==> config.mk <==
export PLATFORM = sky130hd
export DESIGN_NAME = controlador_preparo_flat
export DESIGN_NICKNAME = d
export VERILOG_FILES = /design/src/rtl/controlador_preparo_if.sv /design/src/rtl/controlador_preparo.sv /design/src/flat_wrapper.sv
export SDC_FILE = /design/constraint.sdc
export NUM_CORES = 1
export LEC_CHECK = 0
export ABC_AREA = 0
export CAP_MARGIN = 20
export CORE_ASPECT_RATIO = 0.75
export CORE_UTILIZATION = 48
export CTS_CLUSTER_DIAMETER = 60
export DETAILED_ROUTE_END_ITERATION = 7
export PLACE_DENSITY = 0.77
export SLEW_MARGIN = 20
export SYNTH_ARGS = -nofsm -noshare
export SYNTH_HDL_FRONTEND = slang
export SYNTH_SLANG_ARGS = --single-unit
==> constraint.sdc <==
create_clock -name clk -period 1.8 [get_ports clk]
set_input_delay 0.18 -clock clk [delete_from_list [all_inputs] [get_ports clk]]
set_output_delay 0.18 -clock clk [all_outputs]
set_load 0.05 [all_outputs]
==> src/rtl/controlador_preparo_if.sv <==
// Handshake bundle between the coffee-machine sequencer and its environment
// (user request inputs, payment-machine link and actuator enables).
interface controlador_preparo_if;
  logic       iniciar;
  logic       cancelar;
  logic [1:0] produto;
  logic [1:0] status_pag;
  logic [1:0] produto_sel;
  logic       timer;
  logic       limpa_pag;
  logic       aquecedor;
  logic       moedor;
  logic       valvula;
  logic       devolver;
  logic       pronto;
  logic       ocupado;
  logic [2:0] estado_atual;

  modport master (
    output iniciar,
    output cancelar,
    output produto,
    output status_pag,
    input  produto_sel,
    input  timer,
    input  limpa_pag,
    input  aquecedor,
    input  moedor,
    input  valvula,
    input  devolver,
    input  pronto,
    input  ocupado,
    input  estado_atual
  );

  modport slave (
    input  iniciar,
    input  cancelar,
    input  produto,
    input  status_pag,
    output produto_sel,
    output timer,
    output limpa_pag,
    output aquecedor,
    output moedor,
    output valvula,
    output devolver,
    output pronto,
    output ocupado,
    output estado_atual
  );
endinterface

==> src/rtl/controlador_preparo.sv <==
// Top-level coffee-machine sequencer: payment handshake, then timed heater,
// grinder and dispense phases, or a refund when payment does not complete.
module controlador_preparo #(
  parameter int unsigned T_PAGAMENTO = 20,
  parameter int unsigned T_AQUECER   = 8,
  parameter int unsigned T_MOER      = 4,
  parameter int unsigned T_CURTO     = 6,
  parameter int unsigned T_LONGO     = 12,
  parameter int unsigned T_PRONTO    = 3,
  parameter int unsigned CW          = 8
) (
  input  logic                 clk,
  input  logic                 rst_n,
  controlador_preparo_if.slave bus
);

  typedef enum logic [2:0] {
    StOcioso      = 3'b000,
    StPagando     = 3'b001,
    StAquecendo   = 3'b010,
    StMoendo      = 3'b011,
    StDispensando = 3'b100,
    StFinalizado  = 3'b101,
    StEstorno     = 3'b110
  } estado_e;

  // Terminal counts: a timed state of length T exits when the counter is T-1.
  localparam logic [CW-1:0] FimPagamento = CW'(T_PAGAMENTO - 1);
  localparam logic [CW-1:0] FimAquecer   = CW'(T_AQUECER - 1);
  localparam logic [CW-1:0] FimMoer      = CW'(T_MOER - 1);
  localparam logic [CW-1:0] FimCurto     = CW'(T_CURTO - 1);
  localparam logic [CW-1:0] FimLongo     = CW'(T_LONGO - 1);
  localparam logic [CW-1:0] FimPronto    = CW'(T_PRONTO - 1);

  estado_e       estado_q, estado_d;
  logic [CW-1:0] cnt_q, cnt_d;
  logic [1:0]    sel_q, sel_d;
  logic          timer_q, timer_d;
  logic          limpa_q, limpa_d;

  always_ff @(posedge clk or negedge rst_n) begin
    if (!rst_n) begin
      estado_q <= StOcioso;
      cnt_q    <= '0;
      sel_q    <= 2'b00;
      timer_q  <= 1'b0;
      limpa_q  <= 1'b0;
    end else begin
      estado_q <= estado_d;
      cnt_q    <= cnt_d;
      sel_q    <= sel_d;
      timer_q  <= timer_d;
      limpa_q  <= limpa_d;
    end
  end

  always_comb begin
    estado_d = estado_q;
    sel_d    = sel_q;
    case (estado_q)
      StOcioso: begin
        if (bus.iniciar) begin
          estado_d = StPagando;
          sel_d    = bus.produto;
        end
      end
      StPagando: begin
        // Payment confirmation beats a simultaneous cancel or timeout.
        if (bus.status_pag == 2'b11) begin
          estado_d = StAquecendo;
        end else if (bus.status_pag == 2'b10 || bus.cancelar || timer_q) begin
          estado_d = StEstorno;
        end
      end
      StAquecendo: begin
        if (cnt_q == FimAquecer) begin
          estado_d = sel_q[1] ? StMoendo : StDispensando;
        end
      end
      StMoendo: begin
        if (cnt_q == FimMoer) begin
          estado_d = StDispensando;
        end
      end
      StDispensando: begin
        if (cnt_q == (sel_q[0] ? FimLongo : FimCurto)) begin
          estado_d = StFinalizado;
        end
      end
      StFinalizado: begin
        if (cnt_q == FimPronto) begin
          estado_d = StOcioso;
        end
      end
      StEstorno: estado_d = StOcioso;
      default:   estado_d = StOcioso;
    endcase

    cnt_d   = (estado_d != estado_q) ? '0 : cnt_q + CW'(1);
    // Sticky for the rest of the payment window once the limit is reached.
    timer_d = (estado_d == StPagando) && (timer_q || cnt_d == FimPagamento);
    limpa_d = (estado_q == StFinalizado || estado_q == StEstorno) && (estado_d == StOcioso);
  end

  assign bus.produto_sel  = sel_q;
  assign bus.timer        = timer_q;
  assign bus.limpa_pag    = limpa_q;
  assign bus.aquecedor    = (estado_q == StAquecendo);
  assign bus.moedor       = (estado_q == StMoendo);
  assign bus.valvula      = (estado_q == StDispensando);
  assign bus.pronto       = (estado_q == StFinalizado);
  assign bus.devolver     = (estado_q == StEstorno);
  assign bus.ocupado      = (estado_q != StOcioso);
  assign bus.estado_atual = estado_q;

endmodule

==> src/flat_wrapper.sv <==
// flat-port wrapper written by rule: the top's interface ports become plain ports
module controlador_preparo_flat 
#(
  parameter int unsigned T_PAGAMENTO = 20,
  parameter int unsigned T_AQUECER   = 8,
  parameter int unsigned T_MOER      = 4,
  parameter int unsigned T_CURTO     = 6,
  parameter int unsigned T_LONGO     = 12,
  parameter int unsigned T_PRONTO    = 3,
  parameter int unsigned CW          = 8
)
  (clk, rst_n, bus_iniciar, bus_cancelar, bus_produto, bus_status_pag, bus_produto_sel, bus_timer, bus_limpa_pag, bus_aquecedor, bus_moedor, bus_valvula, bus_devolver, bus_pronto, bus_ocupado, bus_estado_atual);
  controlador_preparo_if bus_i ();
  input  logic clk;
  input  logic rst_n;
  input wire logic [$bits(bus_i.iniciar)-1:0] bus_iniciar;
  input wire logic [$bits(bus_i.cancelar)-1:0] bus_cancelar;
  input wire logic [$bits(bus_i.produto)-1:0] bus_produto;
  input wire logic [$bits(bus_i.status_pag)-1:0] bus_status_pag;
  output wire logic [$bits(bus_i.produto_sel)-1:0] bus_produto_sel;
  output wire logic [$bits(bus_i.timer)-1:0] bus_timer;
  output wire logic [$bits(bus_i.limpa_pag)-1:0] bus_limpa_pag;
  output wire logic [$bits(bus_i.aquecedor)-1:0] bus_aquecedor;
  output wire logic [$bits(bus_i.moedor)-1:0] bus_moedor;
  output wire logic [$bits(bus_i.valvula)-1:0] bus_valvula;
  output wire logic [$bits(bus_i.devolver)-1:0] bus_devolver;
  output wire logic [$bits(bus_i.pronto)-1:0] bus_pronto;
  output wire logic [$bits(bus_i.ocupado)-1:0] bus_ocupado;
  output wire logic [$bits(bus_i.estado_atual)-1:0] bus_estado_atual;
  assign bus_i.iniciar = bus_iniciar;
  assign bus_i.cancelar = bus_cancelar;
  assign bus_i.produto = bus_produto;
  assign bus_i.status_pag = bus_status_pag;
  assign bus_produto_sel = bus_i.produto_sel;
  assign bus_timer = bus_i.timer;
  assign bus_limpa_pag = bus_i.limpa_pag;
  assign bus_aquecedor = bus_i.aquecedor;
  assign bus_moedor = bus_i.moedor;
  assign bus_valvula = bus_i.valvula;
  assign bus_devolver = bus_i.devolver;
  assign bus_pronto = bus_i.pronto;
  assign bus_ocupado = bus_i.ocupado;
  assign bus_estado_atual = bus_i.estado_atual;
  controlador_preparo #(.T_PAGAMENTO(T_PAGAMENTO), .T_AQUECER(T_AQUECER), .T_MOER(T_MOER), .T_CURTO(T_CURTO), .T_LONGO(T_LONGO), .T_PRONTO(T_PRONTO), .CW(CW)) u_core (.clk(clk), .rst_n(rst_n), .bus(bus_i));
endmodule
# [Yosys cells after proc, flatten, opt, wreduce, memory -nomap -nowiden]
# Cells that the tools add are included.
[op_classes] div_mod_pow=0 n_eq_ne=15 bitwise_logic=0 n_mux=11 n_shift=0 mul=0 add_sub_neg=1 magnitude_cmp=0 reduce_logical=10
[ops] cell="two-way mux 3 bit" count=8
[ops] cell="case mux 3 bit (6 select lines)" count=1
[ops] cell="equality test 8 x 2 -> 1 bit, second input constant" count=2
[ops] cell="equality test 3 bit, second input constant" count=3
[ops] cell="adder 8 x 1 -> 8 bit, second input constant" count=1
[ops] cell="equality test 8 x 3 -> 1 bit, second input constant" count=1
[ops] cell="equality test 8 x 5 -> 1 bit, second input constant" count=1
[ops] cell="equality test 8 bit" count=1
[ops] cell="two-way mux 8 bit" count=1
[ops] cell="equality test 3 x 1 -> 1 bit, second input constant" count=2
[ops] cell="equality test 3 x 2 -> 1 bit, second input constant" count=2
[ops] cell="logical NOT 3 bit" count=2
[ops] cell="equality test 2 bit, second input constant" count=2
[ops] cell="logical OR 1 bit" count=4
[ops] cell="two-way mux 4 bit" count=1
[ops] cell="inequality test 3 bit" count=1
[ops] cell="nonzero test 3 bit" count=1
[ops] cell="logical AND 1 bit" count=2
[ops] cell="AND reduction 2 bit" count=1
[totals] word_cells=42 latch_bits=0 out_inout_bits=13 ram_bits=0 n_memories=0 register_bits=15 romBits=0 in_bits=8

# [Longest topological paths before layout]
[logic_depth] depth_word=11 depth_mapped=7 depth_no_buf=7

# [Least setup slack after synthesis]
# OpenSTA, ideal clock, no wires.
[synth_path] kind="reg-to-reg" start="register u_core.estado_q[1], in the netlist u_core.bus.estado_atual[1]" end="register u_core.cnt_q[0]" path_stages_with_launch=6 t_required_ps=1706 setup_ps=94 t_arrival_ps=2254 synth_period_minus_slack_ps=2348 setup_slack_ps=-548 n_path_buf=0 path_cell_list="dfrtp_1 > nand2b_1 > nor2_1 > a41oi_1 > a21o_1 > a211oi_1"
[synth_via] elab_cells_between_ends=16 classes_between="6 x eq/ne; 9 x mux; 1 x reduce/logical"
[synth_lines] element="start, declared" line="controlador_preparo.sv:35" text="estado_e estado_q, estado_d;"
[synth_lines] element="start signal, assigned" line="controlador_preparo.sv:43" text="estado_q <= StOcioso;"
[synth_lines] element="start signal, assigned" line="controlador_preparo.sv:49" text="estado_q <= estado_d;"
[synth_lines] element="equality test 3 bit"
[synth_lines] element="net bus_valvula" line="flat_wrapper.sv:25" text="output wire logic [$bits(bus_i.valvula)-1:0] bus_valvula;"
[synth_lines] element="case mux 3 bit (6 select lines)" line="controlador_preparo.sv:60" text="case (estado_q)"
[synth_lines] element="inequality test 3 bit" line="controlador_preparo.sv:99" text="cnt_d = (estado_d != estado_q) ? '0 : cnt_q + CW'(1);"
[synth_lines] element="two-way mux 8 bit" line="controlador_preparo.sv:99"
[synth_lines] element="net u_core.cnt_d[0]" line="controlador_preparo.sv:36" text="logic [CW-1:0] cnt_q, cnt_d;"
[synth_lines] element="end signal, assigned" line="controlador_preparo.sv:50" text="cnt_q <= cnt_d;"
[synth_lines] element="end, declared" line="controlador_preparo.sv:36"
# The timed path passes the listed nets, and every way through them passes these cells.
# A chain may end at the register's enable or synchronous reset.

# [Worst setup path after layout]
[layout_path] start="register u_core.cnt_q[1]" end="register u_core.cnt_q[1]"
[layout_via] elab_chain_len=5 elab_cells_between_ends=12 classes_between="1 x add/sub; 5 x eq/ne; 6 x mux"
[layout_lines] element="equality test 8 x 2 -> 1 bit, or another cell as far along" line="controlador_preparo.sv:91" text="if (cnt_q == FimPronto) begin"
[layout_lines] element="two-way mux 3 bit, on equally long branches"
[layout_lines] element="case mux 3 bit (6 select lines)" line="controlador_preparo.sv:60"
[layout_lines] element="inequality test 3 bit" line="controlador_preparo.sv:99"
[layout_lines] element="two-way mux 8 bit *" line="controlador_preparo.sv:99"
[layout_lines] element="net u_core.cnt_d[1]" line="controlador_preparo.sv:36"
# Mark *: on every way through the listed nets, which the timed path passes. The rest lies on a longest branch.

==> results <==
- The average routed wire per standard cell is 19.5 microns.
- The largest family of logic cells by synthesized area is simple AND/OR/NAND/NOR gates.
- For the worst-skew pair, the clock arrives at the later sink with an insertion delay of 300 ps.
- The longest individual stage delay on the worst path is 550 ps.
- The boundary pin count is 21.
- Counting every sink on the clock net gives 15.
- The synthesized netlist devotes 23.2% of its cell area to simple gates.
- Counting cells, the worst reg-to-reg path comes to 5.
- The path class of the tightest hold or removal check is in2async.
- Once placement finished, the instance area stood at 1280 sq um.
- Counting I/O delays and the setup requirement, the final critical path takes 1910 ps.
- In this run the cell area of the synthesized design comes to 923 sq um.
- Data on the critical path arrives at its endpoint at 2120 ps.
- The total number of vias is 1,005.
- Headroom to the max-slew limit came out at 53.4%.
- In the final layout, the share of cells above drive strength 1 is 44.5%.
- The number of library cell types mapped by synthesis is 35.
- A synthesized cell averages 9.72 sq um.
- The critical path is of the reg2reg type.
- The leakage power total is 0.627 nW.
- The type of destination of the critical path is a flop.
- From left edge to right edge, the die measures 52.6 microns.
- Of all flip-flops after synthesis, the portion carrying an async set or reset was 100%.
- The worst IR drop on VDD is 1.70 mV.
- The most frequent cell after synthesis is sky130_fd_sc_hd__dfrtp_1.
- The top achievable clock speed is 524 MHz.
- The DRC violations left is 0.
- The post-detailed-route via-to-cell ratio is 6.32.
- The number of clock buffers inserted by TritonCTS is 3.
- Summed over all failing endpoints, the final setup total negative slack is -586 ps.
- The number of global-route vias before repair is 795.
- TritonCTS built the clock tree.
- The die covers 2110 sq um.
- The reg-to-reg startpoint is u_core.cnt_q[1].
- The sum of routed wire length over all layers is 3.11 mm.
- The initial antenna violation count is 0.
- The placed wire-length estimate is 1.87 mm.
- In this run the critical register-to-register path is captured at u_core.cnt_q[1].
- The placer's final routability congestion estimate is 0.923.
- In this run the register-to-register setup slack is -110 ps.
- The proportion of netlist area held by the largest area contributor is 40.7%.
- The worst-path cell with the longest stage delay is sky130_fd_sc_hd__or4b_4.
- The initial utilization of the core area, before any placement, comes to 52.1%.
- In the post-synthesis netlist, the biggest area contributors are sky130_fd_sc_hd__dfrtp_1 (41%), sky130_fd_sc_hd__a211oi_1 (6.5%), sky130_fd_sc_hd__xnor2_1 (4.7%).
- The final-layout worst hold slack is 295 ps.
- The number of buffers on the longest clock path is 2.
- The number of diodes is 0.
- For this run, the number of standard cells in the final layout without fillers is 159.
- Summed over all layers, the global routing overflow is 0.
- Buffers placed on the I/O ports in this run total 20.
- From synthesis to final layout, the design area changed by 60.6%.
- The synthesized netlist devotes 2.71% of its cell area to adder and majority cells.
- Counting instances in the post-synthesis netlist gives the leading cell types as sky130_fd_sc_hd__dfrtp_1 (15), sky130_fd_sc_hd__a211oi_1 (8), sky130_fd_sc_hd__nand2_1 (8).
- The wire length of the first global-routing pass is 3.95 mm.
- The remaining antenna violation count after routing is 0.
- The signal on the critical path passes through or4b_4, o31ai_2, a41oi_2, a21o_1, a211oi_2.
- The total routing usage reported by global routing is 28.1%.
- Of the synthesized area, sequential elements account for 40.7%.
- Counting flops and latches in the post-synthesis netlist gives 15.
- After synthesis, the share of cell area in mux cells is 2.44%.
- The net count after synthesis is 105.
- The run finished, with violations left.
- In the synthesized netlist the dominant register cell turns out to be sky130_fd_sc_hd__dfrtp_1.
- Setup violations remaining at the end of the flow were counted as 9.
- The pre-CTS setup slack is -170 ps.
- The worst endpoint required time is 2010 ps.
- In this run the vertical extent of the chip is 40.0 microns.
- The pin count of the biggest net entering global routing is 16.
- Power spread over the standard cell area amounts to 1560 nW/um^2.
- After clock tree synthesis, the clock-pin slew on the worst setup and hold paths is 90 ps.
- Once placement completed, the tool counted placed cells totaling 144.
- The share of the cycle needed by the critical path after routing is 106%.
- Of the total synthesized cell area, the portion taken by XOR and XNOR cells is 6.64%.
- The total number of placement rows is 13.
- The maximum level of the CTS H-tree is 1.
- Setup repair after global routing could not meet its margin everywhere.
- The worst-case setup margin in the final layout is -108 ps.
- The final reports fail on setup timing.
- Synthesis handed over a netlist of 95 instances.
- The transition time at the pin with the least slew margin is 697 ps.
- Cells fill 83.6% of the core in the end.
- Max-cap violations in this run came to 0.
- The worst setup path is launched from a flop.
- The number of enable flip-flop cells after synthesis is 0.
- The number of slew-limit violations in the final report was 0.
- The compound-gate portion of the synthesized area is 20.2%.
- The count of endpoints failing hold in the final timing report is 0.
- Summed over all instances, the cell type with the most area after synthesis is sky130_fd_sc_hd__dfrtp_1.
- Before antenna repair, the detailed router went through 5 iterations.
- The highest fanout seen on the critical path is 4.
- Hold repair after CTS inserted 0 buffers.
- The root cell of the clock tree is sky130_fd_sc_hd__clkbuf_4.
- Yosys printed 0 warnings.
- The number of DRC violations after detailed-routing iteration 0 is 37.
- The total number of nets in the final design is 148.
- After layout, the design draws a total of 2.31 mW.
- The worst-case clock skew is 3.08 ps.
- The core region is 1770 sq um.
- After routing the design area is 1480 sq um.
-- final cells by class --
class	instances	area, sq um
multi-input cells	72	606
repair buffers	41	418
flip-flops and latches	15	383
fillers	101	290
well taps	22	27.5
clock buffers	4	26.3
inverters	5	22.5
-- worst max-delay path by stage --
stage          slack, ps         endpoint  depth (start not counted)                       start
2_1_floorplan         50  u_core.cnt_q[0]                          5  u_core.bus.estado_atual[1]
6_report            -110  u_core.cnt_q[1]                          5             u_core.cnt_q[1]
4_1_cts              -30  u_core.cnt_q[5]                          6             u_core.cnt_q[7]
3_5_place_dp        -170  u_core.cnt_q[6]                          6             u_core.cnt_q[1]
3_3_place_gp         -70  u_core.cnt_q[4]                          6             u_core.cnt_q[1]
5_1_grt             -150  u_core.cnt_q[1]                          6             u_core.cnt_q[4]
-- layout by cell type, fill, tap and decap left out, types with 3 or more instances in the layout --
master	n
sky130_fd_sc_hd__dfrtp_1	9
sky130_fd_sc_hd__and3_1	3
sky130_fd_sc_hd__nor2_1	5
sky130_fd_sc_hd__buf_12	6
sky130_fd_sc_hd__inv_1	4
sky130_fd_sc_hd__a211oi_2	6
sky130_fd_sc_hd__clkbuf_4	3
sky130_fd_sc_hd__buf_4	22
sky130_fd_sc_hd__dfrtp_2	6
sky130_fd_sc_hd__xnor2_1	5
sky130_fd_sc_hd__clkdlybuf4s50_1	12
sky130_fd_sc_hd__nand3_1	4
sky130_fd_sc_hd__nand2_1	6
-- cell families (layout without fill, tap and decap cells) --
group / count (synthesis) / after routing
AO/OA/AOI/OAI: 25 / 25
XOR/XNOR: 7 / 7
adder cells (fa/ha/maj): 2 / 2
buffers and inverters: 8 / 50
flip-flops: 15 / 15
multiplexers: 2 / 2
AND/OR/NAND/NOR: 36 / 36
-- power breakdown --
part | total, mW | internal, mW | switching (mW)
combinational | 1.51 | 0.630 | 0.883
clock | 0.205 | 0.0865 | 0.119
sequential | 0.594 | 0.433 | 0.161
-- routing by layer --
layer  share of wire (%)  global-route usage (%)
met5                   0                       0
met4                 3.7                    10.5
met3                 9.2                    8.71
met2                  47                    41.5
met1                  40                    38.7
-- worst max-delay path: cells and delay by family (launching register included) --
| family | cells | cell delay, ps |
|---|---|---|
| AO/OA/AOI/OAI | 4 | 840 |
| AND/OR/NAND/NOR | 1 | 550 |
| flip-flops | 1 | 450 |
-- registers in the layout, indices dropped and copies added (netlist names) --
register,flops
u_core.bus.estado_atual,3
u_core.bus.limpa_pag,1
u_core.bus.timer,1
u_core.cnt_q,8
u_core.bus.produto_sel,2
-- repair_timing --
item | in CTS | in global routing
endpoints found under the setup margin | 8 | 10
buffers inserted | 3 | 8
gates resized for setup | 4 | 17
pin swaps | 2 | 13
Note: power is estimated with default switching activity, not from simulation.
